[src/rtl/uart_rx_ctrl.sv]
// -----------------------------------------------------------------------------
// uart_rx_ctrl
//   Receive-side controller for a byte-serial UART receiver on bd_clk.
//   It follows frame progress through the receiver's rx_empty status. It
//   captures each completed byte into a DEPTH-entry FIFO, which the consumer
//   drains over valid/ready. It allows the receiver to forward a new byte only
//   while FIFO space exists. A frame watchdog aborts frames that hang.
//
// Ports
//   bd_clk    in   baud-rate clock, rising edge
//   rst       in   synchronous active-high reset
//   rx_empty  in   receiver status: 0 = frame in progress, 1 = idle
//   rx_data   in   receiver byte, valid from the rise of rx_empty
//   rx_fwd    out  forward strobe: high while the FIFO is not full
//   rx_abort  out  receiver abort, high for every cycle in ABORT
//   m_data    out  FIFO head byte
//   m_valid   out  FIFO non-empty
//   m_ready   in   consumer accept
//   level     out  FIFO occupancy 0..DEPTH
//   ovf       out  sticky: a captured byte was dropped because the FIFO was full
//   tmo_err   out  sticky: the frame watchdog fired
//   clr_err   in   clears ovf and tmo_err (a set in the same cycle wins)
// -----------------------------------------------------------------------------
module uart_rx_ctrl #(
    parameter int DEPTH     = 4,
    parameter int AW        = 2,
    parameter int FRAME_TMO = 12
) (
    input  logic          bd_clk,
    input  logic          rst,
    input  logic          rx_empty,
    input  logic [7:0]    rx_data,
    output logic          rx_fwd,
    output logic          rx_abort,
    output logic [7:0]    m_data,
    output logic          m_valid,
    input  logic          m_ready,
    output logic [AW:0]   level,
    output logic          ovf,
    output logic          tmo_err,
    input  logic          clr_err
);

    localparam int CW = $clog2(FRAME_TMO + 1);

    localparam logic [1:0] S_IDLE  = 2'd0;
    localparam logic [1:0] S_RECV  = 2'd1;
    localparam logic [1:0] S_CAPT  = 2'd2;
    localparam logic [1:0] S_ABORT = 2'd3;

    logic [1:0]    r_state;
    logic [CW-1:0] r_cnt;
    logic          r_abort;
    logic [7:0]    r_mem [DEPTH];
    logic [AW-1:0] r_wr_ptr;
    logic [AW-1:0] r_rd_ptr;
    logic [AW:0]   r_level;
    logic          r_ovf;
    logic          r_tmo;

    logic w_full;
    logic w_pop;
    logic w_capt;
    logic w_push;
    logic w_drop;
    logic w_tmo_fire;

    assign w_full = (r_level == (AW+1)'(DEPTH));
    // m_valid comes from registered level, so a byte pushed this cycle is
    // never poppable in the same cycle.
    assign w_pop  = (r_level != '0) && m_ready;
    assign w_capt = (r_state == S_CAPT);
    // A full FIFO still accepts the byte when the head leaves in the same cycle.
    assign w_push = w_capt && (!w_full || w_pop);
    assign w_drop = w_capt && !w_push;
    assign w_tmo_fire = (r_state == S_RECV) && !rx_empty &&
                        (r_cnt == CW'(FRAME_TMO - 1));

    // ---------------- frame FSM ----------------
    always_ff @(posedge bd_clk) begin
        if (rst) begin
            r_state <= S_IDLE;
            r_cnt   <= '0;
            r_abort <= 1'b0;
        end else begin
            case (r_state)
                S_IDLE: begin
                    r_abort <= 1'b0;
                    if (!rx_empty) begin
                        r_state <= S_RECV;
                        r_cnt   <= '0;
                    end
                end
                S_RECV: begin
                    r_cnt <= r_cnt + 1'b1;
                    if (rx_empty) begin
                        r_state <= S_CAPT;
                    end else if (w_tmo_fire) begin
                        r_state <= S_ABORT;
                        r_abort <= 1'b1;  // registered so it is high on ABORT entry
                    end
                end
                S_CAPT: begin
                    r_state <= S_IDLE;
                end
                default: begin  // S_ABORT
                    // Leave only once the receiver has seen the abort and gone idle.
                    if (rx_empty && r_abort) begin
                        r_state <= S_IDLE;
                        r_abort <= 1'b0;
                    end
                end
            endcase
        end
    end

    // ---------------- FIFO ----------------
    always_ff @(posedge bd_clk) begin
        if (rst) begin
            for (int i = 0; i < DEPTH; i++) r_mem[i] <= '0;
            r_wr_ptr <= '0;
            r_rd_ptr <= '0;
            r_level  <= '0;
        end else begin
            if (w_push) begin
                r_mem[r_wr_ptr] <= rx_data;
                r_wr_ptr        <= r_wr_ptr + 1'b1;
            end
            if (w_pop) r_rd_ptr <= r_rd_ptr + 1'b1;
            case ({w_push, w_pop})
                2'b10:   r_level <= r_level + 1'b1;
                2'b01:   r_level <= r_level - 1'b1;
                default: r_level <= r_level;
            endcase
        end
    end

    // ---------------- sticky error flags ----------------
    always_ff @(posedge bd_clk) begin
        if (rst) begin
            r_ovf <= 1'b0;
            r_tmo <= 1'b0;
        end else begin
            if (w_drop)       r_ovf <= 1'b1;
            else if (clr_err) r_ovf <= 1'b0;
            if (w_tmo_fire)   r_tmo <= 1'b1;
            else if (clr_err) r_tmo <= 1'b0;
        end
    end

    assign rx_fwd   = !w_full;
    assign rx_abort = r_abort;
    assign m_data   = r_mem[r_rd_ptr];
    assign m_valid  = (r_level != '0);
    assign level    = r_level;
    assign ovf      = r_ovf;
    assign tmo_err  = r_tmo;

endmodule
[config.mk]
export PLATFORM = sky130hd
export DESIGN_NAME = uart_rx_ctrl
export DESIGN_NICKNAME = d
export VERILOG_FILES = /design/src/rtl/uart_rx_ctrl.sv
export SDC_FILE = /design/constraint.sdc
export NUM_CORES = 1
export LEC_CHECK = 0
export BUFFER_PORTS_ARGS = -buffer_cell sky130_fd_sc_hd__buf_2
export CORE_MARGIN = 1.5
export CORE_UTILIZATION = 51
export DETAILED_ROUTE_END_ITERATION = 6
export GPL_ROUTABILITY_DRIVEN = 0
export PLACE_DENSITY_LB_ADDON = 0.05
export SYNTH_ARGS = -nofsm -noshare
export SYNTH_HDL_FRONTEND = slang
export SYNTH_SLANG_ARGS = --single-unit
[constraint.sdc]
create_clock -name bd_clk -period 2 [get_ports bd_clk]
set_input_delay 0.2 -clock bd_clk [delete_from_list [all_inputs] [get_ports bd_clk]]
set_output_delay 0.2 -clock bd_clk [all_outputs]
set_load 0.005 [all_outputs]
# --- Word-level counts from Yosys, hierarchy flattened ---
# Memory sizes are Yosys's and may differ from the RTL's. A register that Yosys moved wholly into a read port is not among the register bits.
# Cells that the tools add are included.
op_classes:
  add_sub_neg: 5
  n_eq_ne: 10
  n_mux: 25
  n_bitwise: 1
  reduce_logical: 22
ops:
  columns: ["cell", "n"]
  rows:
  - ["2-to-1 mux 2 bit", 7]
  - ["2-to-1 mux 1 bit", 12]
  - ["2-to-1 mux 8 bit", 1]
  - ["one-hot mux 4 bit (2 select lines)", 1]
  - ["nonzero test 2 bit", 4]
  - ["OR reduction 8 bit", 1]
  - ["logical AND 1 bit", 6]
  - ["inequality test 2 bit, second input constant", 3]
  - ["one-hot mux 2 bit (3 select lines)", 1]
  - ["one-hot mux 3 bit (2 select lines)", 1]
  - ["nonzero test 3 bit", 2]
  - ["adder 2 x 1 -> 2 bit, second input constant", 2]
  - ["adder 4 x 1 -> 4 bit, second input constant", 1]
  - ["== test 2 x 1 -> 1 bit, second input constant", 2]
  - ["== test 2 bit, second input constant", 2]
  - ["== test 4 bit, second input constant", 1]
  - ["2-to-1 mux 4 bit", 1]
  - ["AND reduction 4 bit", 1]
  - ["nonzero test 4 bit", 1]
  - ["adder 3 x 1 -> 3 bit, second input constant", 1]
  - ["== test 3 bit, second input constant", 1]
  - ["logical NOT 1 bit", 3]
  - ["inequality test 3 bit, second input constant", 1]
  - ["one-hot mux 1 bit (3 select lines)", 1]
  - ["6 further kinds", 6]
word_totals:
  ff_bits: 16
  mem_bits_rw: 32
  input_bits: 13
  out_inout_bits: 16
  wordCells: 72
  mem_count: 1
memory_table:
  columns: ["name", "words", "word_bits", "read_ports", "rd_clocked_by_memory_dff", "wr", "line_no", "rtl"]
  rows:
  - ["r_mem", 4, 8, 1, 1, 4, "54", "logic [7:0] r_mem [DEPTH];"]

# --- Longest topological paths before layout ---
logic_depth:
  word_depth: 9
  depth_mapped: 10
  mapped_depth_nobuf: 10

# --- Least setup slack after synthesis ---
# OpenSTA, ideal clock, no wires.
synth_timing:
  path_kind: "reg2reg"
  start: "register r_level[0] (netlist: level[0])"
  end: "register r_level[2] (netlist: level[2])"
  setup_ns: 0.070
  arrival_ns: 2.123
  required_time_ns: 1.930
  path_slack_ns: -0.193
  stages_incl_launch_ff: 10
  n_path_buf: 0
  period_less_slack_ns: 2.193
  path_cell_list: "dfxtp_1 > nor4b_2 > nor2b_4 > inv_4 > ha_1 > inv_1 > fa_1 > xor2_1 > or3_1 > a21oi_1"
synth_via:
  elab_chain_len: 6
  elab_cells_between_ends: 12
  classes_between: "add/sub (2); eq/ne (3); mux (1); reduce/logical (6)"
synth_lines:
  columns: ["item", "line_no", "rtl"]
  rows:
  - ["from (decl)", "57", "logic [AW:0] r_level;"]
  - ["from (signal assigned)", "131", "2'b10: r_level <= r_level + 1'b1;"]
  - ["from (signal assigned)", "132", "2'b01: r_level <= r_level - 1'b1;"]
  - ["from (signal assigned)", "133", "default: r_level <= r_level;"]
  - ["== test 3 bit or nonzero test 3 bit (tied branches)", "68, 71", null]
  - ["logical NOT 1 bit or logical AND 1 bit (tied branches)", "74, 71", null]
  - ["logical OR 1 bit", "74", "assign w_push = w_capt && (!w_full || w_pop);"]
  - ["logical AND 1 bit", "74", null]
  - ["== test 2 x 1 -> 1 bit or == test 2 bit (tied branches)", "130", "case ({w_push, w_pop})"]
  - ["one-hot mux 3 bit (2 select lines) or nonzero test 2 bit (tied branches)", null, null]
# Parallel ways exist; a longest one is shown, timed or not.
# A chain may end at the register's enable or synchronous reset.

# --- Final worst setup path ---
layout_timing:
  start: "register r_level[1] (netlist: level[1])"
  end: "register r_level[2] (netlist: level[2])"
# The elaborated chain is that of the path after synthesis.

==> results.cfg <==
[outcome]
status = finished clean

[synthesis]
synth.avg_cell_area_sq_um = 12.50
synth_simple_gate_area_share_pct = 20.78
syn_area_sq_um = 2325
synth_ff_type = edfxtp_1
synthArstFlopShare_pct = 0
synth_warnings = 0
seq_area_frac_synth_pct = 56.84
synth_edf_count = 32
syn-instance-count = 186
synth_fa_ha_area_share_pct = 4.090
synth_compound_area_share_pct = 6.351
ys_types = 40
post_synth_xor_area_fraction_pct = 1.507
ys_ff_latch = 50
synthMuxAreaShare_pct = 8.181
synth.net_count = 206
synth_top_family_by_area = simple AND/OR/NAND/NOR gates

[placed_design]
portBuffers = 28
hpwl_microns = 2900
dpl-instance-area_sq_um = 2618
dp_cells = 271
dp_slack_ns = -0.02786

[timing]
rsz0062_at_grt = yes
finalHoldViolations = 0
fin_skew_ns = 0.005835
setup_slack_ns = 0.009709
period_share_pct = 99.51
max_clock_freq_mhz = 502.4
min_period_ns = 1.990
slew_violations = 0
finalSetupViolations = 0
tightest_slew_ns = 0.4848
slew_headroom_pct = 67.55

[min_path]
holdPathEnd = r_mem[2][3]
worst_hold_path.num_cells = 2
hold_class = input port to register
min_from = rx_data[3]

[clock_network]
root_buffer = clkbuf_8
clk_pin_slew_worst_paths_ns = 0.09
cts_hold_buffers = 0
clk_latency_ns = 0.30
cts_buffers = 5
ctsHtreeMaxLevel = 2
cts_tree = yes
cts.sinks = 50
clk_path_buf_depth = 2

[global_routing]
grt.total_usage_pct = 18.57
grt_max_degree = 25
gr-total-overflow = 0
antenna_found_initial = 0
first_global_vias = 1517
grt_pass1_wl_microns = 7044

[power_and_ir_drop]
power.internal_mw = 1.873
p_comb_share_pct = 29.4
clkPwrFrac_pct = 22.2
leakage_nw = 1.046
powerDensity_nw_per_um2 = 974.6
swShare_pct = 29.26
peakVddDrop_v = 0.0005019
p_sw_uw = 774.6
seqPwrFrac_pct = 48.4
power_mw = 2.647

[drt]
drc_errors = 0
wire_per_inst_microns = 14.69
post_drt_via_cell_ratio = 5.296
drtPass1Iterations = 4
ant_nets = 0
drtIter0Drc = 68
vias = 1483
wirelength_microns = 4112

[layout]
final_common_cell = and2_1
final_area_sq_um = 2716
instances_no_fill = 280
layout_common_cells = 33 x and2_1, 32 x edfxtp_1, 28 x buf_2, 18 x nor2_1, 15 x dfxtp_1
syn2layout_area_growth_pct = 16.85
finalCoreUtilization_pct = 61.96
diodes = 0
fill_cells = 366
drive_gt1_share_pct = 29.82
nets = 247

[job]
maxCapViolCount = 0

[floorplan]
core-area_sq_um = 4384
placementRows = 24
start_util_pct = 53.03
die_h_microns = 70.52
die_x_microns = 70.52
io_pins = 29
fp.dieArea_sq_um = 4972

[setup_path]
crit_type = register to register
crit_fanout = 2
required_ns = 2.22
start_kind = register
timing.rr.start = level[1]
rrSetupSlack_ns = 0.01
reg2reg_to = level[2]
crit_path_end_kind = register
r2r_cells = 9
crit_arrival_ns = 2.21
-- synth_stat cells, types with 2 or more instances --
cell      count  area (sq um)
mux4_2        8         180.2
nand2_1       8         30.03
edfxtp_1     32         960.9
inv_1         7         26.28
o21ai_0       4         20.02
nand3_1       3         15.01
dfxtp_1      18         360.4
nand2b_1      3         18.77
ha_1          6         75.07
nor3_1        3         15.01
or3_1         2         12.51
xor2_1        3         26.28
clkbuf_1      3         11.26
nor2_1       18         67.56
nor2b_1       2         12.51
o21bai_1      2         15.01
and2_1       33         206.5
a21oi_1       9         45.04
-- sequential cells by signal, indices dropped and copies added (netlist names), named ones only --
| name | count |
|---|---|
| r_mem | 32 |
| r_cnt | 4 |
| r_state | 2 |
| ovf | 1 |
| r_wr_ptr | 2 |
| rx_abort | 1 |
| tmo_err | 1 |
| level | 3 |
| r_rd_ptr | 2 |
-- timing repair --
item,in CTS,in global routing
pin swaps,0,0
setup buffers,1,0
gates resized for setup,1,0
cloned,0,0
endpoints found under the setup margin,1,1
-- area by class of cell --
class	instances	area (sq um)	share of cell area, %
clock inverters	1	5.005	0.1842
flip-flops and latches	50	1328	48.87
well taps	52	65.06	2.395
repair buffers	39	222.7	8.199
clock buffers	7	86.33	3.178
multi-input cells	123	977.2	35.97
inverters	8	32.53	1.198
-- power groups by stage --
| stage | sequential [mW] | clock (mW) | combinational, mW |
|---|---|---|---|
| floorplan | 1.29 | 0 | 0.539 |
| global placement | 1.30 | 0 | 0.743 |
| detailed placement | 1.31 | 0 | 0.767 |
| CTS | 1.28 | 0.613 | 0.790 |
| global route | 1.29 | 0.660 | 0.874 |
| finish | 1.28 | 0.587 | 0.779 |
-- metrics by stage --
step	hold WS [ns]	setup TNS [ns]
floorplan	0.3982	0
global placement	0.4656	0
detailed placement	0.4833	-0.02786
CTS	0.1973	-0.01499
global route	0.1971	-0.08419
finish	0.2082	0
-- how the worst max path moves through the flow --
stage	start	depth (start not counted)	slack, ns	to
floorplan	level[1]	9	0.001	level[2]
global placement	m_ready	10	0.07	level[2]
detailed placement	m_ready	10	-0.03	level[2]
CTS	level[1]	9	-0.01	level[2]
global route	level[1]	9	-0.08	level[2]
finish	level[1]	9	0.01	level[2]
-- metal layers --
| metal | GRT usage, % | part of all wire [%] | up-vias |
|---|---|---|---|
| met5 | 0 | 0 | - |
| met4 | 7.051 | 1.4 | 0 |
| met3 | 4.473 | 3.8 | 6 |
| met2 | 33.65 | 53 | 30 |
| met1 | 21.05 | 42 | 704 |
| li1 | - | - | 743 |
-- cell families after synthesis --
group,Yosys count
AO/OA/AOI/OAI,23
XOR/XNOR,4
adder cells (fa/ha/maj),7
buffers and inverters,13
flip-flops,50
multiplexers,9
AND/OR/NAND/NOR,80
-- worst max-delay path, cell delays in order, from the launching register on --
cell and delay (ns):
dfxtp_4 0.36, nor4b_4 0.33, nor2b_4 0.08, inv_4 0.07, ha_4 0.14, inv_2 0.04
fa_2 0.32, xor2_1 0.15, or3_1 0.30, a21oi_1 0.13
No activity file was read; power rests on OpenSTA's default activity.
